### src/rtl/button_pkg.sv
// rtl/button_pkg.sv - shared constants, FSM state encoding and counter sizing for button_event_gen
package button_pkg;

    localparam logic BTN_RELEASED = 1'b1;
    localparam logic BTN_PRESSED  = 1'b0;

    typedef logic [1:0] btn_state_t;

    localparam btn_state_t IDLE   = 2'd0;
    localparam btn_state_t HOLD   = 2'd1;
    localparam btn_state_t REPEAT = 2'd2;

    // Width needed to count 0..n-1, never less than one bit.
    function automatic int cnt_width(input int n);
        return (n <= 2) ? 1 : $clog2(n);
    endfunction

endpackage

### src/rtl/button_debouncer.sv
// rtl/button_debouncer.sv - two-flop synchroniser, debounce counter and press strobe for one button
module button_debouncer
    import button_pkg::*;
#(
    parameter int DEBOUNCE_CYCLES = 500000
) (
    input  logic clk,
    input  logic reset,
    input  logic button,
    output logic held,
    output logic press
);

    localparam int CW = cnt_width(DEBOUNCE_CYCLES);
    localparam logic [CW-1:0] CNT_LAST = CW'(DEBOUNCE_CYCLES - 1);

    logic          sync1;
    logic          sync2;
    logic          stable;
    logic [CW-1:0] cnt;

    always_ff @(posedge clk) begin
        if (!reset) begin
            sync1  <= BTN_RELEASED;
            sync2  <= BTN_RELEASED;
            stable <= BTN_RELEASED;
            cnt    <= '0;
            press  <= 1'b0;
        end else begin
            sync1 <= button;
            sync2 <= sync1;
            press <= 1'b0;
            // Any return to the accepted level restarts the qualification window.
            if (sync2 == stable) begin
                cnt <= '0;
            end else if (cnt == CNT_LAST) begin
                stable <= sync2;
                cnt    <= '0;
                press  <= (sync2 == BTN_PRESSED);
            end else begin
                cnt <= cnt + CW'(1);
            end
        end
    end

    assign held = (stable == BTN_PRESSED);

endmodule

### src/rtl/button_event_gen.sv
// rtl/button_event_gen.sv - push_inc/push_dec event generator; auto-repeat enabled by BUTTON_AUTO_REPEAT_EN
module button_event_gen
    import button_pkg::*;
#(
    parameter int DEBOUNCE_CYCLES = 500000,
    parameter int REPEAT_DELAY    = 25000000,
    parameter int REPEAT_PERIOD   = 5000000
) (
    input  logic clk,
    input  logic reset,
    input  logic button_inc,
    input  logic button_dec,
    output logic push_inc,
    output logic push_dec,
    output logic held_inc,
    output logic held_dec
);

    logic [1:0] raw;
    logic [1:0] held_v;
    logic [1:0] press_v;
    logic [1:0] pulse_r;
    logic       conflict;

    if (DEBOUNCE_CYCLES < 2 || REPEAT_DELAY < 2 || REPEAT_PERIOD < 2) begin : g_param_check
        $error("button_event_gen: timing parameters must be at least 2");
    end

    assign raw = {button_dec, button_inc};

    for (genvar c = 0; c < 2; c++) begin : g_ch
        btn_state_t state;
        logic       pulse;

        button_debouncer #(
            .DEBOUNCE_CYCLES(DEBOUNCE_CYCLES)
        ) u_debounce (
            .clk   (clk),
            .reset (reset),
            .button(raw[c]),
            .held  (held_v[c]),
            .press (press_v[c])
        );

`ifdef BUTTON_AUTO_REPEAT_EN
        localparam int RW = cnt_width((REPEAT_DELAY > REPEAT_PERIOD) ? REPEAT_DELAY : REPEAT_PERIOD);
        localparam logic [RW-1:0] DELAY_LAST  = RW'(REPEAT_DELAY - 1);
        localparam logic [RW-1:0] PERIOD_LAST = RW'(REPEAT_PERIOD - 1);

        logic [RW-1:0] rcnt;

        always_ff @(posedge clk) begin
            if (!reset) begin
                state <= IDLE;
                rcnt  <= '0;
                pulse <= 1'b0;
            end else begin
                pulse <= 1'b0;
                case (state)
                    IDLE: if (press_v[c]) begin
                        state <= HOLD;
                        rcnt  <= '0;
                        pulse <= 1'b1;
                    end
                    HOLD: if (!held_v[c]) begin
                        state <= IDLE;
                    end else if (rcnt == DELAY_LAST) begin
                        state <= REPEAT;
                        rcnt  <= '0;
                        pulse <= 1'b1;
                    end else begin
                        rcnt <= rcnt + RW'(1);
                    end
                    REPEAT: if (!held_v[c]) begin
                        state <= IDLE;
                    end else if (rcnt == PERIOD_LAST) begin
                        rcnt  <= '0;
                        pulse <= 1'b1;
                    end else begin
                        rcnt <= rcnt + RW'(1);
                    end
                    default: state <= IDLE;
                endcase
            end
        end
`else
        always_ff @(posedge clk) begin
            if (!reset) begin
                state <= IDLE;
                pulse <= 1'b0;
            end else begin
                pulse <= 1'b0;
                case (state)
                    IDLE: if (press_v[c]) begin
                        state <= HOLD;
                        pulse <= 1'b1;
                    end
                    HOLD: if (!held_v[c]) begin
                        state <= IDLE;
                    end
                    default: state <= IDLE;
                endcase
            end
        end
`endif

        assign pulse_r[c] = pulse;
    end

    // Both held, or both scheduled in one cycle (one releasing on this edge), is ambiguous: emit nothing.
    assign conflict = (&held_v) | (&pulse_r);

    assign push_inc = pulse_r[0] & ~conflict;
    assign push_dec = pulse_r[1] & ~conflict;
    assign held_inc = held_v[0];
    assign held_dec = held_v[1];

endmodule

### config.mk
export PLATFORM = sky130hd
export DESIGN_NAME = button_event_gen
export DESIGN_NICKNAME = d
export VERILOG_FILES = /design/src/rtl/button_pkg.sv /design/src/rtl/button_debouncer.sv /design/src/rtl/button_event_gen.sv
export SDC_FILE = /design/constraint.sdc
export NUM_CORES = 1
export LEC_CHECK = 0
export CAP_MARGIN = 40
export CORE_UTILIZATION = 30
export DETAILED_ROUTE_END_ITERATION = 10
export PLACE_DENSITY = 0.57
export SLEW_MARGIN = 20
export SYNTH_ARGS = -nofsm -noshare
export SYNTH_HDL_FRONTEND = slang
export SYNTH_SLANG_ARGS = --single-unit
### constraint.sdc
create_clock -name clk -period 4 [get_ports clk]
set_input_delay 0.8 -clock clk [delete_from_list [all_inputs] [get_ports clk]]
set_output_delay 0.8 -clock clk [all_outputs]
set_load 0.02 [all_outputs]
# [Word-level counts from Yosys, hierarchy flattened]
# Index checks and enable logic that the tools add are counted.
[word_totals] latch_bits=0 rom_bits=0 ram_bits=0 register_bits=52 wordCells=61 n_memories=0 out_inout_bits=4
[classes] reduce_logical=14 n_mul=0 n_lt_le_gt_ge=0 n_eq_ne=10 addsub=2 shifts=0 mux=8 bitwise=13 div=0
[ops] operator="$add 19x1->19 const B" count=2
[ops] operator="$eq 19x19->1 const B" count=2
[ops] operator="$reduce_and 2->1" count=8
[ops] operator="$reduce_or 3->1" count=4
[ops] operator="$not 1->1" count=10
[ops] operator="$mux 2" count=4
[ops] operator="$ne 2x1->1 const B" count=4
[ops] operator="$pmux 2 s2" count=2
[ops] operator="$eq 2x1->1 const B" count=2
[ops] operator="$logic_not 2->1" count=2
[ops] operator="$and 1x1->1" count=2
[ops] operator="$eq 1x1->1" count=2
[ops] operator="$mux 1" count=2
[ops] operator="$or 1x1->1" count=1

# [Depth between registers and ports, before layout]
# Gate-level depths: netlist (run 1).
[logic_depth] ltp_word=5 mapped_depth=6 ltp_nobuf=5

# [Modules after synthesis]
# A second synthesis (run 1) with hierarchy kept.
[hier_totals] cells_unflattened=241 hier_area_um2=2237.1
[by_module_without_submodules] module="button_debouncer at g_ch[1].u_debounce" seq_area_each_um2=460.4 area_per_inst_um2=1062.3 instances=1 cells_each=114
[by_module_without_submodules] module="button_debouncer at g_ch[0].u_debounce" seq_area_each_um2=460.4 area_per_inst_um2=1021.0 instances=1 cells_each=114
[by_module_without_submodules] module="button_event_gen" seq_area_each_um2=80.1 area_per_inst_um2=153.9 instances=1 cells_each=13

# [Worst setup path after synthesis (run 1)]
# OpenSTA, ideal clock, no wires.
[synth_timing] path_kind="reg-to-reg" startpoint="register g_ch[0].u_debounce.cnt[0]" endpoint="register g_ch[0].u_debounce.cnt[10]" path_slack_ns=2.205 path_stages_with_launch=7 required_time_ns=3.885 arrival_time_ns=1.681 cell_sequence="dfxtp_1 -> ha_1 -> nand3_1 -> or3_1 -> o211ai_2 -> buf_4 -> nor2_1"
[synth_via] elab_chain_len=2 elab_cells_between_ends=3 cone_classes="1 x add/sub; 1 x eq/ne; 1 x reduce/logical"
[synth_lines] element="start, declared" line="button_debouncer.sv:20" source="logic [CW-1:0] cnt;"
[synth_lines] element="start signal, assigned" line="button_debouncer.sv:41" source="cnt <= cnt + CW'(1);"
[synth_lines] element="branches (longest 2 deep; another with $add 19x1->19)"
# Parallel ways; which one is timed is not known.
# A chain may end at the register's enable or synchronous reset.

# [Final worst setup path (run 1)]
[layout_timing] startpoint="register g_ch[1].u_debounce.stable" endpoint="output port push_inc"
[layout_via] elab_chain_len=5
[layout_lines] element="start, declared" line="button_debouncer.sv:19" source="logic stable;"
[layout_lines] element="start signal, assigned" line="button_debouncer.sv:37" source="stable <= sync2;"
[layout_lines] element="$not 1->1" line="button_debouncer.sv:46" source="assign held = (stable == BTN_PRESSED);"
[layout_lines] element="$reduce_and 2->1" line="button_event_gen.sv:111" source="assign conflict = (&held_v) | (&pulse_r);"
[layout_lines] element="$or 1x1->1" line="button_event_gen.sv:111"
[layout_lines] element="$not 1->1" line="button_event_gen.sv:113" source="assign push_inc = pulse_r[0] & ~conflict;"
[layout_lines] element="$and 1x1->1" line="button_event_gen.sv:113"
[layout_lines] element="end, declared" line="button_event_gen.sv:13" source="output logic push_inc,"
# Every way passes these cells.

==> results of run 1 <==
-- metal layers --
metal | vias up | share of wire, % | global-route usage [%]
li1 | 850 | - | -
met2 | 20 | 45 | 17.4
met1 | 739 | 51 | 14.0
met3 | 2 | 3.0 | 3.14
met5 | - | 0 | 0
met4 | 0 | 1.0 | 4.55
-- where the power goes --
part / total [mW] / switching, mW / internal [mW]
logic: 0.0115 / 0.00661 / 0.00492
registers: 0.501 / 0.00147 / 0.500
clock network: 0.347 / 0.160 / 0.187
total: 0.860 / 0.168 / 0.691
-- metrics by stage --
step	hold slack [ns]	instances	worst slack, ns
2_1_floorplan	0.386	240	2.20
3_3_place_gp	0.395	338	1.72
3_5_place_dp	0.399	338	1.69
4_1_cts	0.424	346	1.53
5_1_grt	0.440	346	1.41
6_report	0.419	346	1.57
-- sequential cells by signal (all words and copies together) (netlist names) --
register,flops
g_ch.state,2
g_ch.u_debounce.sync1,2
g_ch.u_debounce.cnt,38
g_ch.pulse,2
g_ch.u_debounce.press,2
g_ch.u_debounce.sync2,2
g_ch.u_debounce.stable,2
-- final cells by class --
| type | instances | area, um2 | share of cell area, % |
|---|---|---|---|
| clock buffer | 6 | 72.6 | 3.00 |
| clock inverter | 2 | 37.5 | 1.55 |
| inverter | 11 | 41.3 | 1.70 |
| multi-input combinational | 174 | 1080 | 44.6 |
| sequential | 50 | 1000 | 41.3 |
| tap | 96 | 120 | 4.96 |
| timing repair buffer | 7 | 70.1 | 2.89 |
-- cells by family after synthesis --
logic type	count (synthesis)
AO/OA/AOI/OAI	20
XOR/XNOR	28
adder cells (fa/ha/maj)	2
buffers and inverters	16
flip-flops	50
multiplexers	2
AND/OR/NAND/NOR	122
-- critical path, cell delays in order (launching register included) --
cell and delay, ns:
dfxtp_1 0.42, nor2_1 0.08, nor3b_1 0.19, clkdlybuf4s50_1 0.64
-- layout by cell type (no fill, tap or decap), types with 3 or more instances in the layout --
cell             Yosys  routed
nand2_1             15      15
xor2_1               7       7
or3_1                5       5
xnor2_1             21      21
nor3b_1              4       4
inv_1               11      11
clkdlybuf4s50_1      0       7
nand3_1             16      16
nand4_1              6       6
or4_1                3       3
nand2b_1             4       4
clkbuf_8             0       5
nor4_1               9       9
o21ai_0              5       5
nor2_1              38      38
dfxtp_1             50      50
a21oi_1              8       8
nor3_1               6       6
-- cells in the mapped netlist (all sizes together) (2+ instances only) --
| cell type | count |
|---|---|
| and4 | 2 |
| clkbuf | 2 |
| nor4 | 11 |
| nand3 | 16 |
| o21ai | 6 |
| inv | 11 |
| nand2b | 4 |
| nor2 | 38 |
| nand2 | 15 |
| or3 | 5 |
| ha | 2 |
| dfxtp | 50 |
| nor3 | 6 |
| xor2 | 7 |
| nand4 | 7 |
| buf | 3 |
| xnor2 | 21 |
| nand4b | 2 |
| o31ai | 2 |
| nor3b | 4 |
| mux2i | 2 |
| or4 | 5 |
| a21oi | 8 |
-- how the worst max path moves through the flow --
stage,to,slack [ns],cells past startpoint
after floorplan,g_ch[0].u_debounce.cnt[10],2.20,6
after global placement,g_ch[1].u_debounce.cnt[17],1.72,4
after detailed placement,g_ch[1].u_debounce.cnt[17],1.69,4
after CTS,push_inc,1.53,3
after global routing,push_inc,1.41,3
final,push_inc,1.57,3
==> impl_metrics.env, run 1 <==
export IMPL_netlist_area_mm2=0.00216
export IMPL_drt_first_pass_iters=4
export IMPL_drt_wl_total_um=3710
export IMPL_rr_endpoint="g_ch[0].u_debounce.cnt[13]"
export IMPL_synth_yosys_seq_area_share_pct=46.4
export IMPL_worstReg2RegStart="g_ch[0].u_debounce.cnt[0]"
export IMPL_worstMarginPinSlew_ns=0.824
export IMPL_hold_viol=0
export IMPL_yosys_register_bits=50
export IMPL_status="complete, no violations"
export IMPL_n_fill_cell=708
export IMPL_relSlewSlack_pct=44.9
export IMPL_ir_worst_vdd_mv=0.155
export IMPL_drv_slew=0
export IMPL_synth_nets=246
export IMPL_start_kind="register"
export IMPL_die_h_um=86.8
export IMPL_grt_max_degree=20
export IMPL_p_per_area_mw_per_mm2=355
export IMPL_drt_iter0_markers=29
export IMPL_tritoncts="done"
export IMPL_crit_path_start="g_ch[1].u_debounce.stable"
export IMPL_synth_compound_area_share_pct=5.68
export IMPL_synth_edf_count=0
export IMPL_hp_start="g_ch[1].u_debounce.sync1"
export IMPL_holdPathEnd="g_ch[1].u_debounce.sync2"
export IMPL_reg2reg_slack_ns=1.79
export IMPL_cts_sinks=50
export IMPL_period_share_pct=60.8
export IMPL_rsz0062_at_grt="no"
export IMPL_synth_simple_area_share_pct=30.9
export IMPL_ant_nets=0
export IMPL_synth_top_cell_by_area="dfxtp_1"
export IMPL_yosysWarnings=0
export IMPL_hold_class="reg2reg"
export IMPL_arrival_ns=1.63
export IMPL_postSynthAreaPerCell_um2=8.99
export IMPL_endpoint_kind="primary output"
export IMPL_rows=30
export IMPL_cts_root_buf="clkbuf_8"
export IMPL_setup_tns_ns=0
export IMPL_p_leak_nw=0.695
export IMPL_ios=8
export IMPL_start_util_pct=31.4
export IMPL_cts_buffers=5
export IMPL_cap_violations=0
export IMPL_hold_buffers=0
export IMPL_final_area_mm2=0.00242
export IMPL_coreArea_mm2=0.00687
export IMPL_max_clock_freq_ghz=0.411
export IMPL_port_buffers=7
export IMPL_place_area_mm2=0.00231
export IMPL_fin_util_pct=35.3
export IMPL_dieArea_mm2=0.00753
export IMPL_hold_path_depth=1
export IMPL_synth_top_area_share_pct=46.4
export IMPL_finalCriticalPeriod_ns=2.43
export IMPL_gr_total_overflow=0
export IMPL_synthFlopType="dfxtp_1"
export IMPL_grt_pass1_vias=1483
export IMPL_synth_area_leaders="dfxtp_1 46%, xnor2_1 8.5%, nor2_1 6.6%"
export IMPL_syn_inst=240
export IMPL_worst_skew_pair_late_latency_ns=0.30
export IMPL_synth_fa_ha_area_share_pct=1.16
export IMPL_fin_total_pwr_mw=0.860
export IMPL_dp_hpwl_um=2600
export IMPL_cts_setup_buffers=0
export IMPL_synth_cell_types=41
export IMPL_drive_above_1_share_pct=6.40
export IMPL_htreeDepth=2
export IMPL_place_congestion=0.715
export IMPL_area_delta_synth_final_pct=12.3
export IMPL_synth_top_family_by_area="simple AND/OR/NAND/NOR gates"
export IMPL_cts_resized=0
export IMPL_fp_dieW_um=86.8
export IMPL_synth_mux_area_fraction_pct=0.928
export IMPL_track_usage_pct=11.0
export IMPL_crit_required_ns=3.20
export IMPL_fin_nets=255
export IMPL_clk_path_buf_depth=2
export IMPL_grt_first_pass_wirelength_um=6510
export IMPL_async_reset_ff_share_pct=0
export IMPL_synth_xor_area_share_pct=11.4
export IMPL_vias=1611
export IMPL_cts_clk_slew_worst_paths_ns=0.09
export IMPL_setup_viol=0
export IMPL_routedWlPerCell_um=10.7
export IMPL_fin_skew_ns=0.0104
export IMPL_path_max_fanout=5
export IMPL_drc=0
export IMPL_antenna_cells=0
export IMPL_critPathKind="reg2out"
export IMPL_antenna_found_initial=0
export IMPL_r2r_cells=5
export IMPL_viasPerCell=4.66
Power figures use the tool's default switching activity.
==> run 2: changes to the inputs <==
--- a/config.mk
+++ b/config.mk
@@ -8,7 +8,7 @@
 export CAP_MARGIN = 40
 export CORE_UTILIZATION = 30
 export DETAILED_ROUTE_END_ITERATION = 10
-export PLACE_DENSITY = 0.57
+export PLACE_DENSITY = 0.59
 export SLEW_MARGIN = 20
 export SYNTH_ARGS = -nofsm -noshare
 export SYNTH_HDL_FRONTEND = slang
==> constraint.sdc (replaced) <==
create_clock -name clk -period 2.1 [get_ports clk]
set_input_delay 0.42 -clock clk [delete_from_list [all_inputs] [get_ports clk]]
set_output_delay 0.42 -clock clk [all_outputs]
set_load 0.02 [all_outputs]
==> run 2 against run 1 <==
Against the previous run: routed wire length grew 1.3%; critical endpoint is now g_ch[1].u_debounce.cnt[16]; first-iteration DRC count increased by 28%; clock power rose by 73%; power rose by 84%.
==> impl_metrics.env, run 2 (same netlist as run 1, synthesis figures left out) <==
export IMPL_die_h_um=86.8
export IMPL_max_clock_freq_ghz=0.553
export IMPL_path_max_fanout=4
export IMPL_start_util_pct=31.4
export IMPL_cap_violations=0
export IMPL_cts_root_buf="clkbuf_8"
export IMPL_arrival_ns=2.05
export IMPL_ir_worst_vdd_mv=0.251
export IMPL_worstMarginPinSlew_ns=0.658
export IMPL_dieArea_mm2=0.00753
export IMPL_fp_dieW_um=86.8
export IMPL_ant_nets=0
export IMPL_relSlewSlack_pct=55.7
export IMPL_gr_total_overflow=0
export IMPL_drive_above_1_share_pct=8.27
export IMPL_period_share_pct=86.1
export IMPL_critPathKind="reg2reg"
export IMPL_crit_required_ns=2.34
export IMPL_endpoint_kind="register"
export IMPL_final_cell_mix="50 x dfxtp_1, 38 x nor2_1, 21 x xnor2_1"
export IMPL_hold_ws_ns=0.417
export IMPL_worst_skew_pair_late_latency_ns=0.31
export IMPL_rsz0062_at_grt="no"
export IMPL_viasPerCell=4.54
export IMPL_port_buffers=7
export IMPL_setup_viol=0
export IMPL_path_buf_inv=0
export IMPL_fin_skew_ns=0.00800
export IMPL_top_register="g_ch.u_debounce.cnt"
export IMPL_cp_top_family="simple AND/OR/NAND/NOR gates"
export IMPL_grt_max_degree=20
export IMPL_grt_pass1_vias=1516
export IMPL_hold_path_depth=1
export IMPL_p_per_area_mw_per_mm2=644
export IMPL_largest_reg_flops=38
export IMPL_finalCriticalPeriod_ns=1.81
export IMPL_cts_sinks=50
export IMPL_cp_slowest_stage_delay_ns=0.42
export IMPL_area_delta_synth_final_pct=14.0
export IMPL_dp_hpwl_um=2680
export IMPL_cts_clk_slew_worst_paths_ns=0.09
export IMPL_routedWlPerCell_um=10.7
export IMPL_coreArea_mm2=0.00687
export IMPL_drc=0
export IMPL_fin_nets=259
export IMPL_ios=8
export IMPL_tritoncts="done"
export IMPL_r2r_cells=5
export IMPL_hold_viol=0
export IMPL_cts_buffers=5
export IMPL_p_leak_nw=0.752
export IMPL_drt_first_pass_iters=4
export IMPL_vias=1589
export IMPL_rows=30
export IMPL_drt_iter0_markers=37
export IMPL_start_kind="register"
export IMPL_grt_first_pass_wirelength_um=6620
export IMPL_cts_setup_buffers=0
export IMPL_final_area_mm2=0.00246
export IMPL_antenna_found_initial=0
export IMPL_antenna_cells=0
export IMPL_cp_depth=5
export IMPL_cp_cell_sequence="ha_1 -> nand4_1 -> nor4_1 -> or3b_1 -> a21oi_1"
export IMPL_layout_commonest_cell="dfxtp_1"
export IMPL_drv_slew=0
export IMPL_place_congestion=0.802
export IMPL_setup_slack_ns=0.292
export IMPL_hold_class="reg2reg"
export IMPL_pre_cts_ws_ns=0.294
export IMPL_place_area_mm2=0.00235
export IMPL_drt_wl_total_um=3760
export IMPL_htreeDepth=2
export IMPL_track_usage_pct=11.4
export IMPL_cp_slowest_cell="nor4_1"
export IMPL_setup_tns_ns=0
export IMPL_status="complete, no violations"
export IMPL_clk_path_buf_depth=2
[run 2: changes by cell type in the layout (fill, tap and decap cells not counted), sizes merged]
cell / before / now
inv: 11 / 12
buf: 0 / 4
clkdlybuf4s50: 7 / 5
bufinv: 1 / 0
dlymetal6s2s: 0 / 2
[run 2: stage by stage]
step / std cells / util (%) / power (mW)
after floorplan: 240 / - / 0.993
after global placement: 342 / 34.3 / 1.00
after detailed placement: 342 / 34.3 / 1.00
after CTS: 350 / 35.7 / 1.61
after global routing: 350 / 35.8 / 1.66
final: 350 / 35.8 / 1.58
[run 2: path summary, 6_finish.rpt]
| check | start | slack [ns] | to |
|---|---|---|---|
| max | g_ch[1].u_debounce.cnt[0] | 0.29 | g_ch[1].u_debounce.cnt[16] |
| min | g_ch[0].u_debounce.sync1 | 0.42 | g_ch[0].u_debounce.sync2 |
| max reg2reg | g_ch[1].u_debounce.cnt[0] | 0.29 | g_ch[1].u_debounce.cnt[16] |
| min reg2reg | g_ch[0].u_debounce.sync1 | 0.42 | g_ch[0].u_debounce.sync2 |
[run 2: power breakdown]
part / internal (mW) / total [mW] / switching [mW]
Clock: 0.272 / 0.602 / 0.331
Sequential: 0.952 / 0.955 / 0.00272
Combinational: 0.0130 / 0.0266 / 0.0135
[run 2: repair_timing]
| item | in CTS | in global routing |
|---|---|---|
| endpoints found under the setup margin | 0 | 2 |
| resized for setup | 0 | 2 |
| hold buffers | 0 | 0 |
[run 2: worst reg2reg max path, delay by kind of cell (launching register included)]
family                     cells  cell delay (ns)
DFF                            1             0.39
and+or+nand+nor                3             0.97
AOI/OAI and AO/OA              1             0.14
adders and majority gates      1             0.24
[run 2: layout make-up]
class | instances | area [um2]
timing repair buffer | 11 | 118
sequential | 50 | 1000
fill | 702 | 4410
clock inverter | 2 | 16.3
inverter | 11 | 41.3
tap | 96 | 120
clock buffer | 6 | 82.6
multi-input combinational | 174 | 1080
[run 2: metal layers]
metal / global-route usage [%] / routed length, um
met5: 0 / 0
met4: 5.45 / 82
met3: 4.29 / 113
met2: 16.9 / 1630
met1: 14.4 / 1930
